`src/rtl/sentry_pkg.sv`:
```
// -----------------------------------------------------------------------------
// sentry_pkg
// Shared definitions for the secure-boot measurement controller:
//   - controller state encoding
//   - failure codes reported on O_sysctl_fail_code
//   - AHB-Lite HTRANS / HBURST / HPROT constants
//   - helper that turns the data width into an HSIZE value
// No ports; imported by sentry_boot_ctrl and sentry_digest_acc.
// -----------------------------------------------------------------------------
package sentry_pkg;

  // Controller states, in the order a normal boot walks through them.
  typedef enum logic [2:0] {
    ST_IDLE  = 3'd0,
    ST_ADDR  = 3'd1,
    ST_DATA  = 3'd2,
    ST_CHECK = 3'd3,
    ST_DONE  = 3'd4,
    ST_FAIL  = 3'd5
  } state_e;

  // Reason reported when the measurement stops early.
  typedef enum logic [1:0] {
    FAIL_NONE    = 2'b00,
    FAIL_DIGEST  = 2'b01,
    FAIL_BUS     = 2'b10,
    FAIL_TIMEOUT = 2'b11
  } fail_code_e;

  // AHB-Lite transfer type and burst encodings used by this manager.
  localparam logic [1:0] HTRANS_IDLE   = 2'b00;
  localparam logic [1:0] HTRANS_NONSEQ = 2'b10;
  localparam logic [2:0] HBURST_SINGLE = 3'b000;

  // Privileged data access.
  localparam logic [3:0] HPROT_PRIV_DATA = 4'b0011;

  // The region lookup tables are always sized for the largest supported
  // region count so that a 4-bit region index addresses them exactly.
  localparam int unsigned MAX_REGIONS = 16;

  // HSIZE is log2 of the transfer size in bytes: 4 bytes -> 2, 8 bytes -> 3.
  function automatic logic [2:0] hsize_for(input int unsigned data_w);
    return (data_w == 64) ? 3'd3 : 3'd2;
  endfunction

endpackage

```
`src/rtl/sentry_digest_acc.sv`:
```
// -----------------------------------------------------------------------------
// sentry_digest_acc
// Running digest of one boot region: seeded with the device ID at the start of
// each region, folded with every read word as rotate-left-by-1 then XOR, and
// compared against the expected digest for that region.
// Ports:
//   clk_in, rst   clock and synchronous active-high reset
//   seed_en/seed  load the accumulator with the seed (takes priority)
//   upd_en/rdata  fold one bus word into the accumulator
//   expected      expected digest of the region being measured
//   acc           current accumulator value
//   match         acc equals expected
// -----------------------------------------------------------------------------
module sentry_digest_acc
  import sentry_pkg::*;
#(
  parameter int DATA_W = 32
) (
  input  logic              clk_in,
  input  logic              rst,
  input  logic              seed_en,
  input  logic [DATA_W-1:0] seed,
  input  logic              upd_en,
  input  logic [DATA_W-1:0] rdata,
  input  logic [DATA_W-1:0] expected,
  output logic [DATA_W-1:0] acc,
  output logic              match
);

  logic [DATA_W-1:0] acc_q;
  logic [DATA_W-1:0] acc_d;

  // Seeding wins over folding so a new region always starts from the
  // device ID even if a stray update strobe coincides with it.
  always_comb begin
    acc_d = acc_q;
    if (seed_en) begin
      acc_d = seed;
    end else if (upd_en) begin
      acc_d = {acc_q[DATA_W-2:0], acc_q[DATA_W-1]} ^ rdata;
    end
  end

  // Accumulator register, cleared by reset like every other counter.
  always_ff @(posedge clk_in) begin
    if (rst) begin
      acc_q <= '0;
    end else begin
      acc_q <= acc_d;
    end
  end

  assign acc   = acc_q;
  assign match = (acc_q == expected);

endmodule

```
`src/rtl/sentry_boot_ctrl.sv`:
```
// -----------------------------------------------------------------------------
// sentry_boot_ctrl
// Secure-boot measurement controller. When the device ID becomes valid it reads
// every boot region over AHB-Lite (single, non-pipelined word reads), folds the
// words into a per-region digest and compares each digest with the expected
// value. The verdict is reported on sticky done/pass/fail outputs until reset.
//
// Ports:
//   clk_in, rst                 clock, synchronous active-high reset
//   I_did_hw_devid/_valid       device ID and start trigger
//   I_rgn_base/_words/_digest   packed per-region base, word count, digest
//   sys_ctrl_h*                 AHB-Lite manager interface (read only)
//   O_sysctl_secure_boot_done   measurement finished (pass or fail)
//   O_sysctl_secure_boot_pass   all regions matched
//   O_sysctl_fail_code          00 none, 01 digest, 10 bus error, 11 timeout
//   O_sysctl_fail_region        region index at failure
//
// Build option: define SENTRY_BOOT_TIMEOUT_EN to add a wait-state watchdog
// that fails the boot after TIMEOUT_CYC consecutive hready=0 cycles.
// -----------------------------------------------------------------------------
module sentry_boot_ctrl
  import sentry_pkg::*;
#(
  parameter int NUM_REGIONS = 4,
  parameter int ADDR_W      = 32,
  parameter int DATA_W      = 32,
  parameter int LEN_W       = 16,
  parameter int DEVID_W     = 32,
  parameter int TIMEOUT_CYC = 1024
) (
  input  logic                          clk_in,
  input  logic                          rst,
  input  logic [DEVID_W-1:0]            I_did_hw_devid,
  input  logic                          I_did_hw_valid,
  input  logic [NUM_REGIONS*ADDR_W-1:0] I_rgn_base,
  input  logic [NUM_REGIONS*LEN_W-1:0]  I_rgn_words,
  input  logic [NUM_REGIONS*DATA_W-1:0] I_rgn_digest,
  output logic                          sys_ctrl_hclk_out,
  output logic [ADDR_W-1:0]             sys_ctrl_haddr,
  output logic [2:0]                    sys_ctrl_hburst,
  output logic                          sys_ctrl_hmastlock,
  output logic [3:0]                    sys_ctrl_hprot,
  output logic                          sys_ctrl_hnonsec,
  output logic [2:0]                    sys_ctrl_hsize,
  output logic [1:0]                    sys_ctrl_htrans,
  output logic [DATA_W-1:0]             sys_ctrl_hwdata,
  output logic                          sys_ctrl_hwrite,
  input  logic [DATA_W-1:0]             sys_ctrl_hrdata,
  input  logic                          sys_ctrl_hready,
  input  logic                          sys_ctrl_hresp,
  output logic                          O_sysctl_secure_boot_done,
  output logic                          O_sysctl_secure_boot_pass,
  output logic [1:0]                    O_sysctl_fail_code,
  output logic [3:0]                    O_sysctl_fail_region
);

  localparam logic [ADDR_W-1:0] ADDR_STEP   = ADDR_W'(DATA_W / 8);
  localparam logic [3:0]        LAST_REGION = 4'(NUM_REGIONS - 1);
  localparam logic [2:0]        HSIZE       = hsize_for(DATA_W);

  state_e            state_q, state_d;
  logic [3:0]        region_q, region_d;
  logic [ADDR_W-1:0] addr_q, addr_d;
  logic [LEN_W-1:0]  words_q, words_d;
  logic [DATA_W-1:0] devid_q, devid_d;
  logic              pass_q, pass_d;
  fail_code_e        fail_code_q, fail_code_d;
  logic [3:0]        fail_region_q, fail_region_d;

  logic [DATA_W-1:0] devid_ext;
  logic [3:0]        next_region;
  logic [1:0]        htrans_c;
  logic              seed_en;
  logic [DATA_W-1:0] seed_val;
  logic              upd_en;
  logic [DATA_W-1:0] acc;
  logic              digest_match;

  logic [ADDR_W-1:0] base_tbl   [MAX_REGIONS];
  logic [LEN_W-1:0]  words_tbl  [MAX_REGIONS];
  logic [DATA_W-1:0] digest_tbl [MAX_REGIONS];

  // Unpack the region buses into full-size tables; unused entries read as
  // zero so the 4-bit region index never selects outside the table.
  for (genvar g = 0; g < MAX_REGIONS; g++) begin : g_tbl
    if (g < NUM_REGIONS) begin : g_used
      assign base_tbl[g]   = I_rgn_base[g*ADDR_W +: ADDR_W];
      assign words_tbl[g]  = I_rgn_words[g*LEN_W +: LEN_W];
      assign digest_tbl[g] = I_rgn_digest[g*DATA_W +: DATA_W];
    end else begin : g_unused
      assign base_tbl[g]   = '0;
      assign words_tbl[g]  = '0;
      assign digest_tbl[g] = '0;
    end
  end

  // The device ID seeds a DATA_W-wide accumulator: zero-extend a narrow ID,
  // keep the low bits of a wide one.
  if (DEVID_W >= DATA_W) begin : g_devid_trunc
    assign devid_ext = I_did_hw_devid[DATA_W-1:0];
  end else begin : g_devid_zext
    assign devid_ext = {{(DATA_W - DEVID_W){1'b0}}, I_did_hw_devid};
  end

`ifdef SENTRY_BOOT_TIMEOUT_EN
  localparam int          TMO_W     = $clog2(TIMEOUT_CYC + 1);
  localparam logic [TMO_W-1:0] TMO_LIMIT = TMO_W'(TIMEOUT_CYC);
  logic [TMO_W-1:0] tmo_q, tmo_d;
`endif

  assign next_region = region_q + 4'd1;

  // Next-state and datapath control. Each region goes through ADDR/DATA once
  // per word (skipped entirely when its length is zero), then spends one
  // cycle in CHECK. DONE and FAIL hold until reset.
  always_comb begin
    state_d       = state_q;
    region_d      = region_q;
    addr_d        = addr_q;
    words_d       = words_q;
    devid_d       = devid_q;
    pass_d        = pass_q;
    fail_code_d   = fail_code_q;
    fail_region_d = fail_region_q;
    seed_en       = 1'b0;
    seed_val      = devid_q;
    upd_en        = 1'b0;
    htrans_c      = HTRANS_IDLE;
`ifdef SENTRY_BOOT_TIMEOUT_EN
    tmo_d         = '0;
`endif

    case (state_q)
      ST_IDLE: begin
        if (I_did_hw_valid) begin
          devid_d  = devid_ext;
          region_d = 4'd0;
          addr_d   = base_tbl[0];
          words_d  = words_tbl[0];
          seed_en  = 1'b1;
          seed_val = devid_ext;
          state_d  = (words_tbl[0] == '0) ? ST_CHECK : ST_ADDR;
        end
      end

      ST_ADDR: begin
        htrans_c = HTRANS_NONSEQ;
        if (sys_ctrl_hready) begin
          state_d = ST_DATA;
        end
      end

      ST_DATA: begin
        // An error response ends the boot immediately, even mid wait-state.
        if (sys_ctrl_hresp) begin
          state_d       = ST_FAIL;
          fail_code_d   = FAIL_BUS;
          fail_region_d = region_q;
        end else if (sys_ctrl_hready) begin
          upd_en  = 1'b1;
          addr_d  = addr_q + ADDR_STEP;
          words_d = words_q - LEN_W'(1);
          state_d = (words_q == LEN_W'(1)) ? ST_CHECK : ST_ADDR;
        end
      end

      ST_CHECK: begin
        if (!digest_match) begin
          state_d       = ST_FAIL;
          fail_code_d   = FAIL_DIGEST;
          fail_region_d = region_q;
        end else if (region_q == LAST_REGION) begin
          state_d = ST_DONE;
          pass_d  = 1'b1;
        end else begin
          region_d = next_region;
          addr_d   = base_tbl[next_region];
          words_d  = words_tbl[next_region];
          seed_en  = 1'b1;
          state_d  = (words_tbl[next_region] == '0) ? ST_CHECK : ST_ADDR;
        end
      end

      ST_DONE, ST_FAIL: begin
      end

      default: begin
        state_d = ST_IDLE;
      end
    endcase

`ifdef SENTRY_BOOT_TIMEOUT_EN
    // Watchdog over consecutive wait states; a bus error reported in the same
    // cycle keeps priority over the timeout.
    if (((state_q == ST_ADDR) || (state_q == ST_DATA)) && !sys_ctrl_hready) begin
      tmo_d = tmo_q + TMO_W'(1);
      if ((tmo_d == TMO_LIMIT) && !((state_q == ST_DATA) && sys_ctrl_hresp)) begin
        state_d       = ST_FAIL;
        fail_code_d   = FAIL_TIMEOUT;
        fail_region_d = region_q;
        upd_en        = 1'b0;
      end
    end
`endif
  end

  // State and bookkeeping registers; reset returns everything to the idle,
  // no-verdict condition even in the middle of a transfer.
  always_ff @(posedge clk_in) begin
    if (rst) begin
      state_q       <= ST_IDLE;
      region_q      <= '0;
      addr_q        <= '0;
      words_q       <= '0;
      devid_q       <= '0;
      pass_q        <= 1'b0;
      fail_code_q   <= FAIL_NONE;
      fail_region_q <= '0;
`ifdef SENTRY_BOOT_TIMEOUT_EN
      tmo_q         <= '0;
`endif
    end else begin
      state_q       <= state_d;
      region_q      <= region_d;
      addr_q        <= addr_d;
      words_q       <= words_d;
      devid_q       <= devid_d;
      pass_q        <= pass_d;
      fail_code_q   <= fail_code_d;
      fail_region_q <= fail_region_d;
`ifdef SENTRY_BOOT_TIMEOUT_EN
      tmo_q         <= tmo_d;
`endif
    end
  end

  sentry_digest_acc #(
    .DATA_W (DATA_W)
  ) u_digest (
    .clk_in   (clk_in),
    .rst      (rst),
    .seed_en  (seed_en),
    .seed     (seed_val),
    .upd_en   (upd_en),
    .rdata    (sys_ctrl_hrdata),
    .expected (digest_tbl[region_q]),
    .acc      (acc),
    .match    (digest_match)
  );

  assign sys_ctrl_hclk_out  = clk_in;
  assign sys_ctrl_haddr     = addr_q;
  assign sys_ctrl_htrans    = htrans_c;
  assign sys_ctrl_hburst    = HBURST_SINGLE;
  assign sys_ctrl_hsize     = HSIZE;
  assign sys_ctrl_hprot     = HPROT_PRIV_DATA;
  assign sys_ctrl_hwrite    = 1'b0;
  assign sys_ctrl_hwdata    = '0;
  assign sys_ctrl_hmastlock = 1'b0;
  assign sys_ctrl_hnonsec   = 1'b0;

  assign O_sysctl_secure_boot_done = (state_q == ST_DONE) || (state_q == ST_FAIL);
  assign O_sysctl_secure_boot_pass = pass_q;
  assign O_sysctl_fail_code        = fail_code_q;
  assign O_sysctl_fail_region      = fail_region_q;

endmodule

```
`config.mk`:
```
export PLATFORM = sky130hd
export DESIGN_NAME = sentry_boot_ctrl
export DESIGN_NICKNAME = d
export VERILOG_FILES = /design/src/rtl/sentry_pkg.sv /design/src/rtl/sentry_digest_acc.sv /design/src/rtl/sentry_boot_ctrl.sv
export SDC_FILE = /design/constraint.sdc
export NUM_CORES = 1
export LEC_CHECK = 0
export CAP_MARGIN = 25
export CORE_MARGIN = 4
export CORE_UTILIZATION = 25
export CTS_CLUSTER_DIAMETER = 80
export DETAILED_ROUTE_END_ITERATION = 10
export PLACE_DENSITY = 0.53
export SLEW_MARGIN = 20
export SYNTH_ARGS = -nofsm -noshare
export SYNTH_HDL_FRONTEND = slang
export SYNTH_SLANG_ARGS = --single-unit
```
`constraint.sdc`:
```
create_clock -name clk_in -period 3.5 [get_ports clk_in]
set_input_delay 0.7 -clock clk_in [delete_from_list [all_inputs] [get_ports clk_in]]
set_output_delay 0.7 -clock clk_in [all_outputs]
set_load 0.1 [all_outputs]
```
# --- Word level (Yosys, flattened, before mapping) ---
# Cells that the tools add are included.
word_totals:
  register_bits: 126
  out_inout_bits: 88
classes:
  n_addsub: 3
  order_cmp: 2
  eq_ne: 17
  muxes: 53
  n_bitwise: 4
  reduce_logical: 14
ops:
  columns: ["operator", "count"]
  rows:
  - ["$mux W32", 13]
  - ["$bmux W32 S4", 2]
  - ["$mux W16", 7]
  - ["$pmux W32 S3", 1]
  - ["$bmux W16 S4", 1]
  - ["$pmux W16 S3", 1]
  - ["$add A32 B3 Y32 const B", 1]
  - ["$eq A32 B32 Y1", 1]
  - ["$logic_not A16 Y1", 2]
  - ["$xor A32 B32 Y32", 1]
  - ["$mux W4", 5]
  - ["$mux W3", 6]
  - ["$eq A16 B1 Y1 const B", 1]
  - ["$ne A2 B2 Y1 const B", 8]
  - ["$pmux W4 S2", 2]
  - ["$sub A16 B1 Y16 const B", 1]
  - ["$pmux W3 S5", 1]
  - ["$mux W2", 6]
  - ["$ge A5 B5 Y1 const B", 2]
  - ["$not A4 Y5", 2]
  - ["$reduce_and A4 Y1", 2]
  - ["$eq A3 B2 Y1 const B", 2]
  - ["$eq A3 B3 Y1 const B", 2]
  - ["$mux W1", 6]
  - ["other kinds (14)", 17]

# --- Longest topological paths before layout ---
depth:
  ltp_word: 10
  ltp_mapped: 13
  ltp_nobuf: 9

# --- By module ---
# From an unflattened synthesis, not the netlist that was laid out.
unflattened:
  cells_unflattened: 1067
  area_unflattened_um2: 9764.4
modules_own_cells:
  columns: ["module", "n_inst", "cells_per_inst", "area_per_inst_um2", "seq_area_each_um2"]
  rows:
  - ["sentry_boot_ctrl", 1, 815, 7757.4, 1881.8]
  - ["sentry_digest_acc", 1, 252, 2006.9, 640.6]

==> impl_metrics.ini <==
[status]
status = finished, final reports clean

[routing]
wire_per_inst_um = 21.9
drt_pass1_iterations = 7
drt-total-wl_um = 47300
drc = 0
first_iter_violations = 724
antenna_left = 0
drt-vias-per-instance = 5.22
vias = 11300

[finish]
layout_commonest_cell = clkdlybuf4s50_1
final_util = 0.394
layout_common_cells = clkdlybuf4s50_1, nand2_1, dfxtp_1, a21oi_1, buf_4
nFillCells = 4118
syn2layout_area_growth_pct = 55.9
final_cell_area_um2 = 16000
antennaDiodeCount = 0
layout.nets = 2009
drive_above_1_share = 0.162

[global_routing]
grt_pass1_vias = 11300
grt_max_degree = 52
grt_pass1_wl_um = 68800
grt_overflow_total = 0
gr-usage-all-layers = 0.202
antenna_found_initial = 1

[floorplanning]
die_area_um2 = 44500
die_x_um = 211
fp-row-count = 74
ios = 477
start_util = 0.252
core_area_um2 = 40700
dieHeight_um = 211

[yosys]
synth_top_cell_by_area = dfxtp_1
syn_avg_cell_area_um2 = 8.64
ys_seq_elements = 126
netlist.area_leader.share = 0.245
synth-compound-area-share = 0.227
synth_cell_types = 76
synth-simple-area-share = 0.194
synthArstFlopShare = 0
synth_top_family_by_area = compound AO/OA/AOI/OAI gates
netlist_instances = 1191
syn_area_um2 = 10300
synth_seq_area_share = 0.245
synth_xor_xnor_area_share = 0.0596
yosys.area_share.adder = 0.00487
yosysWarnings = 0
ys_top_cells_by_area = dfxtp_1, mux4_2, a21oi_1
yosys_most_used_dff = dfxtp_1
synth_edf_count = 0
synthMuxAreaShare = 0.179

[critical_path]
path_cells = buf_12 -> mux4_2 -> nor4b_1 -> a22oi_1 -> a22oi_2 -> nand3_4 -> buf_4 -> nor4_4 -> nor3b_4 -> buf_12 -> a221o_1
slowest_delay_ps = 590
crit_type = reg -> reg
worstPathRequired_ps = 3980
start_kind = flip-flop
cpMaxStageDelayCell = mux4_2
cp_common_cell = buf_12
end_kind = flip-flop
cp_max_fo = 31
arrival_ps = 3780

[clocking]
path_clk_slew_ps = 60
cts_tree = built
insertion_delay_ps = 550
hold_buffers = 0

[timing]
worst_pin_slew_ps = 988
post-route-period-util = 0.944
rsz0062_at_grt = false
hold_violations = 0
period_needed_ps = 3300
fin_skew_ps = 20.8
finalSetupTns_ps = 0
max_freq_mhz = 303
setup_viol = 0
relSlewSlack = 0.339
slew_violations = 0
holdWs_ps = 445

[pwr]
total_power_uw = 5890
p_per_area_nw_per_um2 = 367
combPwrFrac = 0.332
p_int_uw = 3740
switching_power_uw = 2150
seqPwrFrac = 0.292
p_leak_uw = 0.00564
swShare = 0.365
peakVddDrop_uv = 232
clkPwrFrac = 0.376

[placement]
hpwl_um = 37600
io_buffers = 430
place_congestion = 0.811
postPlaceCellArea_um2 = 15300

[worst_hold_path]
worstHoldPathType = reg -> reg

[flow_run]
maxCapViolations = 0
## power by group through the flow
stage	Combinational, µW	Clock (µW)	Sequential, µW
after global placement	1940	112	1750
final	1950	2220	1720
after CTS	1960	2260	1720
after detailed placement	1950	112	1750
after global routing	2070	2310	1740
after floorplan	916	108	1980
## per-layer routing
layer / vias up / GRT usage / wire length [µm]
met5: - / 0 / 20
met4: 2 / 0.0505 / 748
met1: 5453 / 0.241 / 19000
met2: 486 / 0.360 / 23700
met3: 39 / 0.0554 / 3830
li1: 5294 / - / -
## final timing paths
| path | end | from | depth (start not counted) | slack, ps |
|---|---|---|---|---|
| min reg2reg | devid_q[27] | devid_q[27] | 2 | 450 |
| max | u_digest.acc[6] | region_q[0] | 11 | 200 |
| min | devid_q[27] | devid_q[27] | 2 | 450 |
| max reg2reg | u_digest.acc[6] | region_q[0] | 11 | 200 |
## synthesized netlist by cell type, types with 10 or more instances
cell,instances
dfxtp_1,126
clkbuf_1,69
a22oi_1,24
nand2_1,136
nand3_1,40
inv_1,19
o21ai_0,66
nor2_1,61
a21oi_1,105
a221o_1,31
nor4b_1,10
buf_2,12
buf_4,50
a211oi_1,19
nor4_1,16
nand4_1,21
nor3_1,29
xor2_1,45
xnor2_1,25
mux4_2,80
and2_1,36
a31oi_1,15
## timing repair
action | in CTS | in global routing
pin swaps | 0 | 1
gates resized for setup | 1 | 5
cloned | 0 | 0
buffers inserted | 0 | 1
setup endpoints to repair | 1 | 86
## worst max-delay path, delay by kind of cell, from the launching register on
family / cells / cell delay, ps
simple gates: 4 / 1000
buf+inv: 3 / 620
compound gates: 3 / 610
mux: 1 / 590
flops: 1 / 390
## layout make-up
| type | instances | area (µm²) | area share |
|---|---|---|---|
| Timing Repair Buffer | 506 | 4960 | 0.309 |
| Multi-Input combinational cell | 941 | 7100 | 0.443 |
| Clock buffer | 23 | 517 | 0.0322 |
| Tap cell | 532 | 666 | 0.0415 |
| Inverter | 20 | 75.1 | 0.00468 |
| Sequential cell | 126 | 2530 | 0.158 |
| Clock inverter | 12 | 188 | 0.0117 |
## through the flow
step | cells | setup slack (ps)
2_1_floorplan | 1235 | 250
3_3_place_gp | 2125 | -401
3_5_place_dp | 2125 | -467
4_1_cts | 2159 | 72.0
5_1_grt | 2160 | 32.4
6_report | 2160 | 197
## kinds of logic after synthesis
| kind of cell | count (synthesis) |
|---|---|
| AOI/OAI and AO/OA | 347 |
| and+or+nand+nor | 390 |
| adders and majority gates | 4 |
| buffers and inverters | 168 |
| muxes | 84 |
| xor gates and xnor gates | 70 |
| DFF | 126 |
| other | 2 |
## state kept, by name (all words and copies together), names as in the netlist, 2 cells and up
signal / cells
region_q: 4
state_q: 3
sys_ctrl_haddr: 32
devid_q: 32
u_digest.acc: 32
words_q: 16
O_sysctl_fail_region: 4
O_sysctl_fail_code: 2
Note: power is estimated with default switching activity, not from simulation.
